==> config.mk <==
export PLATFORM = sky130hd
export DESIGN_NAME = mem_bus_arbiter
export DESIGN_NICKNAME = d
export VERILOG_FILES = /design/src/rtl/mem_bus_arbiter.sv
export SDC_FILE = /design/constraint.sdc
export NUM_CORES = 1
export LEC_CHECK = 0
export ABC_AREA = 1
export CORE_AREA = 2 2 165 167
export DETAILED_ROUTE_END_ITERATION = 12
export DIE_AREA = 0 0 167 169
export SYNTH_ARGS = -nofsm -noshare
export SYNTH_HDL_FRONTEND = slang
export SYNTH_SLANG_ARGS = --single-unit
export TNS_END_PERCENT = 20
==> constraint.sdc <==
create_clock -name clk -period 1.61 [get_ports clk]
set_clock_uncertainty 0.15 [all_clocks]
set_input_delay 0.322 -clock clk [delete_from_list [all_inputs] [get_ports clk]]
set_output_delay 0.322 -clock clk [all_outputs]
set_load 0.01 [all_outputs]
==> src/rtl/mem_bus_arbiter.sv <==
// Memory bus arbiter: fixed-priority grant of dcache / icache / prefetch onto one memory port,
// with prefetch anti-starvation and an owner table that routes returning tags to their issuer.
module mem_bus_arbiter #(
    parameter int SYS_XLEN     = 32,
    parameter int STARVE_LIMIT = 4,
    parameter int NUM_TAGS     = 16
) (
    input  logic                clk,
    input  logic                rst,
    input  logic [1:0]          dc_cmd,
    input  logic [SYS_XLEN-1:0] dc_addr,
    input  logic [63:0]         dc_data,
    input  logic [1:0]          ic_cmd,
    input  logic [SYS_XLEN-1:0] ic_addr,
    input  logic [1:0]          pf_cmd,
    input  logic [SYS_XLEN-1:0] pf_addr,
    input  logic                pf_squash,
    input  logic [3:0]          mem_response,
    input  logic [3:0]          mem_tag,
    input  logic [63:0]         mem_data,
    output logic [1:0]          mem_cmd,
    output logic [SYS_XLEN-1:0] mem_addr,
    output logic [63:0]         mem_wdata,
    output logic [3:0]          dc_response,
    output logic [3:0]          ic_response,
    output logic [3:0]          Imem2pref_response,
    output logic [3:0]          dc_tag,
    output logic [3:0]          ic_tag,
    output logic [3:0]          Imem2pref_tag,
    output logic [63:0]         rdata,
    output logic                pf_bus_priority,
    output logic                spurious_tag
);

    typedef enum logic [1:0] {
        GNT_NONE = 2'd0,
        GNT_DC   = 2'd1,
        GNT_IC   = 2'd2,
        GNT_PF   = 2'd3
    } grant_e;

    localparam logic [1:0] OWN_DC = 2'd0;
    localparam logic [1:0] OWN_IC = 2'd1;
    localparam logic [1:0] OWN_PF = 2'd2;

    grant_e                w_grant;
    logic                  w_pf_starved;
    logic                  w_accept;
    logic [1:0]            w_owner_new;
    logic [1:0]            w_mem_cmd;
    logic [SYS_XLEN-1:0]   w_mem_addr;
    logic [63:0]           w_mem_wdata;
    logic [3:0]            w_dc_resp;
    logic [3:0]            w_ic_resp;
    logic [3:0]            w_pf_resp;
    logic [3:0]            w_dc_tag;
    logic [3:0]            w_ic_tag;
    logic [3:0]            w_pf_tag;
    logic                  w_ret_valid;
    logic [1:0]            w_ret_owner;
    logic                  w_ret_drop;
    logic                  w_spur_evt;

    logic [2:0]            r_starve_cnt;
    logic [NUM_TAGS-1:0]   r_valid;
    logic [NUM_TAGS-1:0]   r_drop;
    logic [1:0]            r_owner [NUM_TAGS];
    logic                  r_spurious;

    // Grant selection: dcache always wins; a starved prefetch jumps ahead of icache demand.
    always_comb begin
        w_pf_starved = (r_starve_cnt >= 3'(STARVE_LIMIT));
        if (dc_cmd != 2'd0) begin
            w_grant = GNT_DC;
        end else if ((pf_cmd != 2'd0) && w_pf_starved) begin
            w_grant = GNT_PF;
        end else if (ic_cmd != 2'd0) begin
            w_grant = GNT_IC;
        end else if (pf_cmd != 2'd0) begin
            w_grant = GNT_PF;
        end else begin
            w_grant = GNT_NONE;
        end
    end

    // Winner's command onto the memory port and accept tag back to the winner only.
    always_comb begin
        w_mem_cmd   = 2'd0;
        w_mem_addr  = '0;
        w_mem_wdata = 64'd0;
        w_dc_resp   = 4'd0;
        w_ic_resp   = 4'd0;
        w_pf_resp   = 4'd0;
        w_owner_new = OWN_DC;
        case (w_grant)
            GNT_DC: begin
                w_mem_cmd   = dc_cmd;
                w_mem_addr  = dc_addr;
                w_mem_wdata = dc_data;
                w_dc_resp   = mem_response;
                w_owner_new = OWN_DC;
            end
            GNT_IC: begin
                w_mem_cmd   = ic_cmd;
                w_mem_addr  = ic_addr;
                w_ic_resp   = mem_response;
                w_owner_new = OWN_IC;
            end
            GNT_PF: begin
                w_mem_cmd   = pf_cmd;
                w_mem_addr  = pf_addr;
                // A prefetch granted during a redirect still goes out, but its tag is hidden.
                w_pf_resp   = pf_squash ? 4'd0 : mem_response;
                w_owner_new = OWN_PF;
            end
            default: begin
                w_mem_cmd   = 2'd0;
            end
        endcase
        w_accept = (w_grant != GNT_NONE) && (mem_response != 4'd0);
    end

    // Return routing: look up the owner of the incoming tag.
    always_comb begin
        w_ret_valid = r_valid[mem_tag];
        w_ret_owner = r_owner[mem_tag];
        w_ret_drop  = r_drop[mem_tag];
        w_dc_tag    = 4'd0;
        w_ic_tag    = 4'd0;
        w_pf_tag    = 4'd0;
        w_spur_evt  = 1'b0;
        if (mem_tag != 4'd0) begin
            if (w_ret_valid) begin
                case (w_ret_owner)
                    OWN_DC:  w_dc_tag = mem_tag;
                    OWN_IC:  w_ic_tag = mem_tag;
                    OWN_PF:  w_pf_tag = w_ret_drop ? 4'd0 : mem_tag;
                    default: w_dc_tag = 4'd0;
                endcase
            end else begin
                w_spur_evt = 1'b1;
            end
        end else begin
            w_spur_evt = 1'b0;
        end
    end

    // Prefetch starvation counter, saturating at 7.
    always_ff @(posedge clk or negedge rst) begin
        if (!rst) begin
            r_starve_cnt <= 3'd0;
        end else if ((pf_cmd != 2'd0) && (w_grant != GNT_PF)) begin
            if (r_starve_cnt != 3'd7) begin
                r_starve_cnt <= r_starve_cnt + 3'd1;
            end
        end else begin
            r_starve_cnt <= 3'd0;
        end
    end

    // Owner table: squash marks, then return clear, then new accept (later assignment wins).
    always_ff @(posedge clk or negedge rst) begin
        if (!rst) begin
            r_valid <= '0;
            r_drop  <= '0;
            for (int i = 0; i < NUM_TAGS; i++) begin
                r_owner[i] <= 2'd0;
            end
        end else begin
            for (int i = 1; i < NUM_TAGS; i++) begin
                if (pf_squash && r_valid[i] && (r_owner[i] == OWN_PF)) begin
                    r_drop[i] <= 1'b1;
                end
                if ((mem_tag == 4'(i)) && r_valid[i]) begin
                    r_valid[i] <= 1'b0;
                end
                if (w_accept && (mem_response == 4'(i))) begin
                    r_valid[i] <= 1'b1;
                    r_owner[i] <= w_owner_new;
                    r_drop[i]  <= (w_grant == GNT_PF) && pf_squash;
                end
            end
        end
    end

    // Sticky flag for tags returning with no recorded owner.
    always_ff @(posedge clk or negedge rst) begin
        if (!rst) begin
            r_spurious <= 1'b0;
        end else if (w_spur_evt) begin
            r_spurious <= 1'b1;
        end
    end

    // Output stage: everything reads zero while reset is held.
    always_comb begin
        if (rst) begin
            mem_cmd            = w_mem_cmd;
            mem_addr           = w_mem_addr;
            mem_wdata          = w_mem_wdata;
            dc_response        = w_dc_resp;
            ic_response        = w_ic_resp;
            Imem2pref_response = w_pf_resp;
            dc_tag             = w_dc_tag;
            ic_tag             = w_ic_tag;
            Imem2pref_tag      = w_pf_tag;
            rdata              = mem_data;
            pf_bus_priority    = (w_grant == GNT_PF);
            spurious_tag       = r_spurious;
        end else begin
            mem_cmd            = 2'd0;
            mem_addr           = '0;
            mem_wdata          = 64'd0;
            dc_response        = 4'd0;
            ic_response        = 4'd0;
            Imem2pref_response = 4'd0;
            dc_tag             = 4'd0;
            ic_tag             = 4'd0;
            Imem2pref_tag      = 4'd0;
            rdata              = 64'd0;
            pf_bus_priority    = 1'b0;
            spurious_tag       = 1'b0;
        end
    end

endmodule

==> impl_metrics.ini <==
[clocking]
worstSkewPairLatency_ns = 0.33
cts-htree-levels = 3
cts_made_buffers = 9
clk_pin_slew_worst_paths_ns = 0.06
cts_sinks = 64
ctsRootBufferMaster = clkbuf_16
ctsLongestPathBuffers = 2
tritoncts = done

[pwr]
peakVddDrop_v = 0.0009345
p_per_area_nw_per_um2 = 658.4
p_comb_share_pct = 46.6
clockPowerShare_pct = 25.2
p_int_mw = 5.143
seqPwrFrac_pct = 28.3
switching_share_pct = 34.91
switchingPower_mw = 2.758
leakage_nw = 6.699

[grt]
grt_pass1_vias = 7636
antenna_found_initial = 7
grt_overflow = 0
grt_first_pass_wirelength_um = 48070
track_usage_pct = 22.78
grt_max_degree = 52

[sta]
whs_ns = 0.3332
min_period_ns = 2.243
hold_viol_final = 0
rsz0062_at_grt = true
fin_crit_sh_pct = 139.3
setup_viol = 149
finalSetupTns_ns = -36.77
finalWorstSetupSlack_ns = -0.6327
relSlewSlack_pct = 56.07
drv_slew = 0
tightestPinTransition_ns = 0.6589
fmax_mhz = 445.9

[drt]
viasPerCell = 4.312
wl_per_cell_um = 18.31
dr_total_vias = 8021
first_pass_iters = 5
ant_nets = 0
wirelength_um = 34060
remaining_drc_errors = 0
drtIter0Drc = 439

[synthesis]
seq_area_frac_synth_pct = 30.07
synth_top_family_by_area = simple AND/OR/NAND/NOR gates
synthDistinctLibCells = 26
yosys_register_bits = 64
synthMuxAreaShare_pct = 0.7517
synth_compound_gate_area_share_pct = 9.349
synth-simple-area-share_pct = 41.88
synth_nets = 1213
synth_warnings = 4
synthXorXnorAreaFrac_pct = 0.1644
avgSynthCellArea_um2 = 5.491
netlist_instances = 970
synthAdderAreaFrac_pct = 0.4698
syn_area_um2 = 5326

[finish]
fillCellCount = 2757
drive_gt1_share_pct = 34.52
postLayoutCoreUtil_pct = 45.28
area_growth_pct = 125.3
nets = 1756

[worst_setup_path]
worstSetupPathType = flop to primary output
path_common_cell = buf_6
critical-path-slowest-cell = dfrtp_1
cp_data_required_time_ns = 1.14
crit_chain = o21ai_2 > and2_4 > buf_6 > buf_8 > buf_12 > nand2_4 > a31oi_4 > buf_6
end_kind = primary output
critPathMaxFanout = 6
start_kind = flop
worstPathArrival_ns = 1.77
max_stage_delay_ns = 0.39

[status]
status = complete, but fails checks
violations = negative setup slack

[place]
pre_cts_ws_ns = -1.400
place.gp.congestion = 0.8831
hpwl_um = 27920
port_buffers = 428

[hold_path]
hold_class = flop to flop

[flow_run]
max_cap_violations = 0

[floorplanning]
start_util_pct = 20.10
dieArea_um2 = 28220
core_um2 = 26500
die_w_um = 167
boundaryPins = 429
die_h_um = 169
rows = 60
[registers in the layout (all words and copies together) (netlist names)]
register,flops
r_owner,30
r_drop,15
r_starve_cnt,3
r_valid,15
r_spurious,1
[power groups by stage]
| stage | Clock (mW) | Sequential (mW) | Combinational, mW |
|---|---|---|---|
| after floorplan | 0 | 2.16 | 1.41 |
| after global placement | 0 | 2.25 | 3.32 |
| after detailed placement | 0 | 2.25 | 3.35 |
| after CTS | 2.01 | 2.23 | 3.55 |
| after global routing | 2.09 | 2.26 | 4.00 |
| final | 1.99 | 2.23 | 3.68 |
[worst paths after layout]
kind	start	endpoint	slack, ns	depth (start not counted)
min in group asynchronous	rst	r_starve_cnt[2]$_DFFE_PN0P_	0.34	3
setup / recovery	r_starve_cnt[2]$_DFFE_PN0P_	mem_addr[1]	-0.63	8
hold reg to reg	r_spurious$_DFFE_PN0P_	r_spurious$_DFFE_PN0P_	0.33	1
setup reg to reg	r_starve_cnt[2]$_DFFE_PN0P_	r_drop[2]$_DFFE_PN0P_	-0.06	8
hold / removal	r_spurious$_DFFE_PN0P_	r_spurious$_DFFE_PN0P_	0.33	1
max in group asynchronous	rst	r_owner[28]$_DFFE_PN0P_	0.33	4
[kinds of logic (layout without fill, tap and decap cells)]
logic type	count (synthesis)	in the layout
flops	64	64
buf+inv	234	782
other cells	0	1
xor+xnor	1	1
compound gates	92	92
simple gates	573	573
mux	4	4
fa+ha+maj	2	2
[per-stage QoR]
step	instance area [um^2]	cells	power (mW)
2_1_floorplan	5803	970	3.562
3_3_place_gp	11210	1811	5.570
3_5_place_dp	11210	1811	5.600
4_1_cts	11710	1852	7.792
5_1_grt	12000	1860	8.345
6_report	12000	1860	7.901
[final cells by class]
cell class              instances  area [um^2]  share of cell area [%]
multi-input cells             672         3675                   30.62
flip-flops and latches         64         1602                   13.35
diodes                          1        2.502                 0.02085
clock buffers                  10        239.0                   1.991
inverters                     195        750.7                   6.256
clock inverters                 6        68.82                  0.5735
repair buffers                571         5236                   43.63
well taps                     341        426.7                   3.555
[synthesized netlist by cell type]
master / count / share of area (%)
a21oi_1: 7 / 0.66
a31oi_1: 28 / 3.3
and2_1: 1 / 0.12
buf_1: 9 / 0.63
buf_2: 14 / 1.3
buf_4: 3 / 0.42
buf_6: 2 / 0.42
clkbuf_1: 11 / 0.78
clkinv_1: 1 / 0.070
dfrtp_1: 64 / 30
ha_1: 2 / 0.47
inv_1: 190 / 13
inv_2: 4 / 0.28
mux2i_1: 4 / 0.75
nand2_1: 390 / 27
nand2_2: 1 / 0.12
nand3_1: 41 / 3.9
nand4_1: 3 / 0.35
nor2_1: 131 / 9.2
nor2_2: 2 / 0.23
nor2_4: 1 / 0.21
nor3_1: 3 / 0.28
o21ai_0: 44 / 4.1
o21ai_1: 12 / 1.1
o21bai_1: 1 / 0.14
xor2_1: 1 / 0.16
[cell usage in the layout, fill, tap and decap left out, types with 2 or more instances in the layout]
master / count
buf_12: 17
nand3_2: 21
clkbuf_2: 20
o21ai_0: 41
nand2_8: 3
nor2_2: 14
buf_2: 94
nand3_1: 19
buf_8: 5
nand4_1: 3
nand2_2: 39
nor3_1: 3
clkdlybuf4s15_2: 13
buf_4: 111
dlygate4sd3_1: 3
a31oi_1: 13
dlygate4sd2_1: 7
nor2_4: 26
ha_1: 2
clkdlybuf4s50_1: 228
nand2_4: 24
mux2i_1: 4
buf_16: 4
inv_1: 159
clkinv_4: 3
a31oi_4: 12
clkinvlp_4: 4
buf_6: 61
a31oi_2: 3
inv_2: 31
nor2_1: 94
a21oi_1: 6
dfrtp_1: 64
dlymetal6s2s_1: 8
clkbuf_16: 9
o21ai_2: 2
o21ai_1: 13
nand2_1: 325
[critical path: cells and delay by family (launching register included)]
| family | cells | cell delay [ns] |
|---|---|---|
| buffers and inverters | 4 | 0.48 |
| flip-flops | 1 | 0.39 |
| AO/OA/AOI/OAI | 2 | 0.32 |
| AND/OR/NAND/NOR | 2 | 0.24 |
[layer usage]
metal	wire, um	share of wire [%]	vias to the layer above	track usage [%]
met3	2445	7.2	38	5.915
met1	14310	42	3708	29.16
li1	-	-	3970	-
met2	16730	49	295	38.95
met4	516	1.5	10	4.198
met5	61	0.18	-	0
[timing repair]
action / CTS / global route
hold buffers: 3 / 0
setup buffers: 18 / 8
cloned: 5 / 0
hold endpoints to repair: 13 / 0
pin swaps: 36 / 31
resized for setup: 770 / 162
endpoints found under the setup margin: 248 / 216
(Power assumes the default switching activity.)
